File: src/rtl/step_ctrl_pkg.sv
// rtl/step_ctrl_pkg.sv - shared types for the pipeline step sequencer
//
// Purpose: debug command codes, sequencer state encoding and small
//          state-decode helpers used by pipeline_step_ctrl.
// Ports:   none (package).

package step_ctrl_pkg;

    typedef enum logic [1:0] {
        CMD_NOP   = 2'd0,
        CMD_RUN   = 2'd1,
        CMD_STEP  = 2'd2,
        CMD_RUN_N = 2'd3
    } cmd_t;

    typedef enum logic [2:0] {
        ST_IDLE   = 3'd0,
        ST_RUN    = 3'd1,
        ST_RUNN   = 3'd2,
        ST_STEP   = 3'd3,
        ST_HALTED = 3'd4
    } state_t;

    // States in which the PC and every pipeline latch advance.
    function automatic logic is_stepping(state_t s);
        return (s == ST_RUN) || (s == ST_RUNN) || (s == ST_STEP);
    endfunction

    // Free-running modes, as opposed to a single step.
    function automatic logic is_running(state_t s);
        return (s == ST_RUN) || (s == ST_RUNN);
    endfunction

endpackage

File: src/rtl/sat_counter.sv
// rtl/sat_counter.sv - saturating up-counter
//
// Purpose: counts enabled clock edges and holds at all-ones instead of
//          wrapping.
// Ports:
//   clk  in  1  clock
//   rst  in  1  asynchronous active-high reset, clears q
//   en   in  1  count this edge
//   clr  in  1  synchronous clear, takes priority over en
//   q    out W  current count

module sat_counter #(
    parameter int W = 32
) (
    input  logic         clk,
    input  logic         rst,
    input  logic         en,
    input  logic         clr,
    output logic [W-1:0] q
);

    localparam logic [W-1:0] ONE = {{(W-1){1'b0}}, 1'b1};

    always_ff @(posedge clk or posedge rst) begin
        if (rst) begin
            q <= '0;
        end else if (clr) begin
            q <= '0;
        end else if (en && (q != '1)) begin
            q <= q + ONE;
        end
    end

endmodule

File: src/rtl/pipeline_step_ctrl.sv
// rtl/pipeline_step_ctrl.sv - step-enable sequencer for PC and pipeline latches
//
// Purpose: turns debug-unit RUN / STEP / RUN_N / stop commands into the one
//          o_step enable shared by the PC and all pipeline latches, freezes
//          on a HALT at write-back and counts executed pipeline cycles.
// Ports:
//   clk            in  1      clock
//   rst            in  1      asynchronous active-high reset
//   i_cmd_valid    in  1      command strobe
//   i_cmd          in  2      0 NOP, 1 RUN, 2 STEP, 3 RUN_N
//   i_cmd_stop     in  1      stop request (not qualified by i_cmd_valid)
//   i_cmd_arg      in  CNT_W  cycle budget for RUN_N
//   o_cmd_ready    out 1      command accepted when valid && ready
//   i_halt_wb      in  1      HALT flag at the MEM/WB latch output
//   o_step         out 1      enable to PC and all latches
//   o_running      out 1      in RUN or RUN_N
//   o_halted       out 1      sticky halt
//   o_cycle_count  out CNT_W  saturating count of o_step cycles

module pipeline_step_ctrl
    import step_ctrl_pkg::*;
#(
    parameter int CNT_W = 32
) (
    input  logic             clk,
    input  logic             rst,
    input  logic             i_cmd_valid,
    input  logic [1:0]       i_cmd,
    input  logic             i_cmd_stop,
    input  logic [CNT_W-1:0] i_cmd_arg,
    output logic             o_cmd_ready,
    input  logic             i_halt_wb,
    output logic             o_step,
    output logic             o_running,
    output logic             o_halted,
    output logic [CNT_W-1:0] o_cycle_count
);

    localparam logic [CNT_W-1:0] ONE = {{(CNT_W-1){1'b0}}, 1'b1};

    state_t           state, state_nxt;
    logic [CNT_W-1:0] rem, rem_nxt;

    assign o_cmd_ready = (state == ST_IDLE);

    always_comb begin
        state_nxt = state;
        rem_nxt   = rem;
        case (state)
            ST_IDLE: begin
                if (i_cmd_valid) begin
                    case (cmd_t'(i_cmd))
                        CMD_RUN:  state_nxt = ST_RUN;
                        CMD_STEP: state_nxt = ST_STEP;
                        CMD_RUN_N: begin
                            // A zero budget is consumed without stepping.
                            // Otherwise rem counts the cycles still owed
                            // after the first one.
                            if (i_cmd_arg != '0) begin
                                state_nxt = ST_RUNN;
                                rem_nxt   = i_cmd_arg - ONE;
                            end
                        end
                        default: ;
                    endcase
                end
            end
            ST_RUN: begin
                if (i_halt_wb) begin
                    state_nxt = ST_HALTED;
                end else if (i_cmd_stop) begin
                    state_nxt = ST_IDLE;
                end
            end
            ST_RUNN: begin
                if (i_halt_wb) begin
                    state_nxt = ST_HALTED;
                end else if (i_cmd_stop || (rem == '0)) begin
                    state_nxt = ST_IDLE;
                end else begin
                    rem_nxt = rem - ONE;
                end
            end
            ST_STEP: begin
                state_nxt = i_halt_wb ? ST_HALTED : ST_IDLE;
            end
            ST_HALTED: begin
                state_nxt = ST_HALTED;
            end
            default: begin
                state_nxt = ST_IDLE;
            end
        endcase
    end

    // Outputs are registered from the next state so they change on the same
    // edge as the state and are cleared by the asynchronous reset at once.
    always_ff @(posedge clk or posedge rst) begin
        if (rst) begin
            state     <= ST_IDLE;
            rem       <= '0;
            o_step    <= 1'b0;
            o_running <= 1'b0;
            o_halted  <= 1'b0;
        end else begin
            state     <= state_nxt;
            rem       <= rem_nxt;
            o_step    <= is_stepping(state_nxt);
            o_running <= is_running(state_nxt);
            o_halted  <= (state_nxt == ST_HALTED);
        end
    end

    sat_counter #(
        .W(CNT_W)
    ) u_cycle_cnt (
        .clk (clk),
        .rst (rst),
        .en  (o_step),
        .clr (1'b0),
        .q   (o_cycle_count)
    );

endmodule

File: config.mk
export PLATFORM = sky130hd
export DESIGN_NAME = pipeline_step_ctrl
export DESIGN_NICKNAME = d
export VERILOG_FILES = /design/src/rtl/step_ctrl_pkg.sv /design/src/rtl/sat_counter.sv /design/src/rtl/pipeline_step_ctrl.sv
export SDC_FILE = /design/constraint.sdc
export NUM_CORES = 1
export LEC_CHECK = 0
export ABC_AREA = 1
export CAP_MARGIN = 5
export CORE_MARGIN = 2
export CORE_UTILIZATION = 56
export DETAILED_ROUTE_END_ITERATION = 10
export PLACE_DENSITY = 0.89
export SETUP_SLACK_MARGIN = 0.4
export SLEW_MARGIN = 25
export SYNTH_ARGS = -nofsm -noshare
export SYNTH_HDL_FRONTEND = slang
export SYNTH_SLANG_ARGS = --single-unit
File: constraint.sdc
create_clock -name clk -period 3.1 [get_ports clk]
set_input_delay 0.62 -clock clk [delete_from_list [all_inputs] [get_ports clk]]
set_output_delay 0.62 -clock clk [all_outputs]
set_load 0.02 [all_outputs]
### After elaboration in Yosys (flattened, before gate mapping)

Cells that the tools add are included.

* eq/ne operators: 17
* reduce and logical (&&, ||, !) cells: 9
* muxes and demuxes: 15
* add/sub/neg operators: 3

Operators by type and width (number)
* 32-bit 2-to-1 mux: 5
* 32-bit case mux with 2 select lines: 1
* 32-bit by 1-bit subtractor with 32-bit output (second input constant): 2
* 32-bit by 1-bit adder with 32-bit output (second input constant): 1
* 32-bit zero test: 1
* 32-bit != test (second input constant): 1
* 32-bit nonzero test: 1
* 3-bit 2-to-1 mux: 7
* 3-bit case mux with 5 select lines: 1
* 3-bit by 2-bit == test with 1-bit output (second input constant): 4
* 3-bit case mux with 3 select lines: 1
* 3-bit by 1-bit == test with 1-bit output (second input constant): 2
* 3-bit == test (second input constant): 2
* 2-bit != test (second input constant): 3
* 6-bit AND reduction: 1
* 2-bit == test (second input constant): 2
* 2-bit by 1-bit != test with 1-bit output (second input constant): 2
* 3-bit zero test: 1
* 1-bit logical OR: 3
* 2-bit by 1-bit == test with 1-bit output (second input constant): 1
* 2-bit nonzero test: 1
* 1-bit logical AND: 1

* bits of input ports: 39
* logic and storage cells: 50
* register bits: 70
* output and inout bits: 36

### Logic depth before layout (Yosys ltp)

* depth after elaboration: 8
* mapped depth: 15
* gate-level depth less buffers: 14

### Hierarchy

A second synthesis with hierarchy kept.

* cell total of the unflattened synthesis: 938
* area total of the unflattened synthesis: 5614.1 um^2

By module, submodules not included
* pipeline_step_ctrl: seq. area each 950.9 um^2, cells an instance 578, instances 1, area each 3339.5 um^2
* sat_counter: seq. area each 800.8 um^2, cells an instance 360, instances 1, area each 2274.7 um^2

### Worst setup path after synthesis

No wires, ideal clock.

* path type: reg2reg
* start: register state[0]
* end: register rem[26]
* buffers on the path: 1
* slack: 1083 ps
* required time: 2984 ps
* clock period less this slack: 2017 ps
* stages on the path, launching flop included: 15
* data arrival time: 1901 ps
* library setup time: 116 ps
* path through: dfrtp_1 > nor2_4 > nand2_4 > buf_6 > o21ai_2 > ha_1 > inv_1 > nor2_4 > nand3_4 > nor2_8 > nand2_1 > nand2_1 > nand2_1 > nand2_1 > nand2_1

* longest elaborated chain between the ends: 3
* elaborated cells between the ends (all ways): 10
* classes of those cells: 6 x eq/ne; 1 x mux; 3 x reduce/logical

Ends and longest elaborated chain
* from (decl): line pipeline_step_ctrl.sv:41 `state_t state, state_nxt;`
* from (signal assigned): line pipeline_step_ctrl.sv:106 `state <= state_nxt;`
* 3-bit by 2-bit == test with 1-bit output or 3-bit zero test (tied branches): line pipeline_step_ctrl.sv:49 `case (state)`
* 2-bit != test (no line) (tied with other cells)
* 6-bit AND reduction (no line)
* to (signal assigned): line pipeline_step_ctrl.sv:107 `rem <= rem_nxt;`
* to (decl): line pipeline_step_ctrl.sv:42 `logic [CNT_W-1:0] rem, rem_nxt;`

Parallel ways exist; a longest one is shown, timed or not.
A chain may end at the register's enable or synchronous reset.

### Final worst setup path

* start: register state[0]
* end: register rem[30]

The elaborated chain is that of the path after synthesis.

==> flow_summary.ini <==
[run_status]
status = finished, final reports clean

[synth]
synth_seq_area_share_pct = 32.0
synth_area_leader_cell = dfrtp_1
ys_warn_count = 0
synth_simple_gate_area_share_pct = 48.2
synth_top_family_by_area = simple AND/OR/NAND/NOR gates
synth_cell_types = 37
synth-edff-count = 0
synth_ff_type = dfrtp_1
async_flop_share_pct = 100
ys_top_cells_by_count = nand2_1 (328), inv_1 (86), nor2_1 (79)
synthCells = 827
yosysMostFrequentCell = nand2_1
syn_nets = 868
syn_area_per_cell_um2 = 6.63
yosysTopAreaCellShare_pct = 32.0
synth-compound-area-share_pct = 3.06
synth_seq_cells = 70
synthAdderAreaFrac_pct = 0.457
netlist_area_um2 = 5480
yosys-mux-area-fraction_pct = 0
synth.area.top_cells = dfrtp_1 (32%), nand2_1 (22%), inv_1 (5.9%)
synth-xor-area-share_pct = 6.71

[die]
die_height_um = 103
rows = 36
start_util_pct = 56.9
core-area_um2 = 9640
die_area_um2 = 10600
ioPinCount = 75
die_width_um = 103

[placed_design]
dp_hpwl_um = 10600
port_buffers = 74
place.gp.congestion = 1.04

[route]
met2_length_um = 7090
vias = 5478
ant_nets = 0
wirelength_um = 14100
drt-initial-drc-count = 274
vias_per_cell = 5.29
highest_layer = met4
routed-wl-met3_um = 797
drc = 0
dr.pass1.iters = 5
detail_route.wl_per_cell_um = 13.6
wirelength_met1_um = 5730

[hold_path]
whs_endpoint = rem[16]
min_path_cells = 2
timing.hold.worst.class = flop to flop
hold_start = rem[16]

[global_routing]
grt_max_degree = 42
groute.usage.overall_pct = 28.0
grt_pass1_vias = 5219
grt_overflow = 0
antenna_found_initial = 0
grt_pass1_wl_um = 23400

[layout]
n_antenna_cell = 0
final_nets = 938
fill_cells = 851
syn_to_final_growth_pct = 18.0
drive_above_1_share_pct = 8.87
final_util_pct = 67.1

[worst_setup_path]
end_kind = flop
r2r-start = state[0]
reg2reg_to = rem[30]
worstPathMaxFanout = 41
r2r_cells = 13
cp_data_required_time_ps = 3340
worstPathArrival_ps = 2790
cp-startpoint = state[0]
worstSetupPathType = flop to flop
worst_setup_path_start_kind = flop
r2r_slack_ps = 550

[power]
p_int_mw = 2.16
clkPwrFrac_pct = 19.4
seqPwrFrac_pct = 36.2
power.density_nw_per_um2 = 602
peakVddDrop_mv = 0.348
power.leakage_nw = 3.09
pwr-share-comb_pct = 44.5
swShare_pct = 44.6
power.switching_mw = 1.74

[sta]
final.setup.tns_ps = 0
drv_slew = 0
final_hold_viol_count = 0
worst-slew-pin-transition_ps = 878
clock_skew_ps = 17.4
max_freq_ghz = 0.393
setup_viol = 0
slew-limit-headroom_pct = 41.4
grt_setup_unrepaired = false
layout_min_cycle_time_ps = 2550
period_share_pct = 82.1

[cts]
clockBufferDepth = 2
clk_latency_ps = 360
cts-root-buf = clkbuf_8
cts_buffers = 9
cts_tree = built
clock-sinks = 70
htreeDepth = 3
clk_pin_slew_ps = 80
post_cts_buffers = 0

[job]
drv_cap = 0
[placed cells by master (no fill, tap or decap), drive strengths merged, types with 3 or more instances in the layout]
cell             n
nand2          350
nor2           102
inv             91
clkdlybuf4s50   74
dfrtp           70
nand3           48
xor2            29
o21ai           26
nor3            24
nand3b          24
nand4           18
xnor2           13
clkbuf          10
buf              7
nor4             3
a21oi            3
[critical path, stage by stage, from the launching register on]
cell and delay (ps):
dfrtp_1 430, nor2_4 440, nand2_8 270, o21ai_2 230, ha_1 190, inv_1 90, nor2_4 150, nand3_4 150
nor2_4 170, nand2_1 70, nand2_1 60, nand2_1 70, nand2_1 60, nand2_1 50
[routing by layer]
metal | vias up | GRT usage [%]
li1 | 2711 | -
met1 | 2513 | 33.5
met2 | 215 | 50.0
met3 | 39 | 4.81
met4 | 0 | 11.4
met5 | - | 0
[registers in the layout (all words and copies together) (netlist names)]
signal / count
o_halted: 1
o_running: 1
o_step: 1
state: 3
rem: 32
u_cycle_cnt.q: 32
[layout make-up]
cell class	instances	area, µm²	area share [%]
clock buffers	10	128	1.97
clock inverters	6	68.8	1.06
inverters	89	334	5.17
multi-input cells	646	3210	49.7
flip-flops and latches	70	1750	27.1
well taps	133	166	2.57
repair buffers	81	806	12.5
[power by group through the flow]
stage                     registers [mW]  logic (mW)  clock network, mW
after floorplan                     1.41        1.29                  0
after global placement              1.40        1.66                  0
after detailed placement            1.40        1.70                  0
after CTS                           1.39        1.71              0.760
after global routing                1.43        1.92              0.797
final                               1.41        1.73              0.754
[per-stage QoR]
step	setup slack, ps	power, mW	std cells	area (µm²)	hold slack, ps
floorplan	712	2.70	827	5480	449
global placement	595	3.06	1019	6260	470
detailed placement	520	3.10	1019	6260	474
CTS	502	3.87	1035	6460	498
global route	414	4.15	1035	6470	531
finish	554	3.89	1035	6470	499
[cells by family after synthesis]
| kind of cell | Yosys count |
|---|---|
| buffers and inverters | 111 |
| xor gates and xnor gates | 42 |
| AOI/OAI and AO/OA | 30 |
| adders and majority gates | 2 |
| DFF | 70 |
| and+or+nand+nor | 572 |
[how the worst max path moves through the flow]
stage,cells past startpoint,slack [ps],endpoint
4_1_cts,13,500,rem[30]
6_report,13,550,rem[30]
2_1_floorplan,1,710,o_halted
3_5_place_dp,12,520,rem[18]
5_1_grt,12,410,rem[10]
3_3_place_gp,12,590,rem[17]
[what timing repair did]
item / CTS / global route
hold buffers: 0 / 0
setup endpoints to repair: 0 / 9
gates resized for setup: 0 / 1
Note: power is estimated with default switching activity, not from simulation.
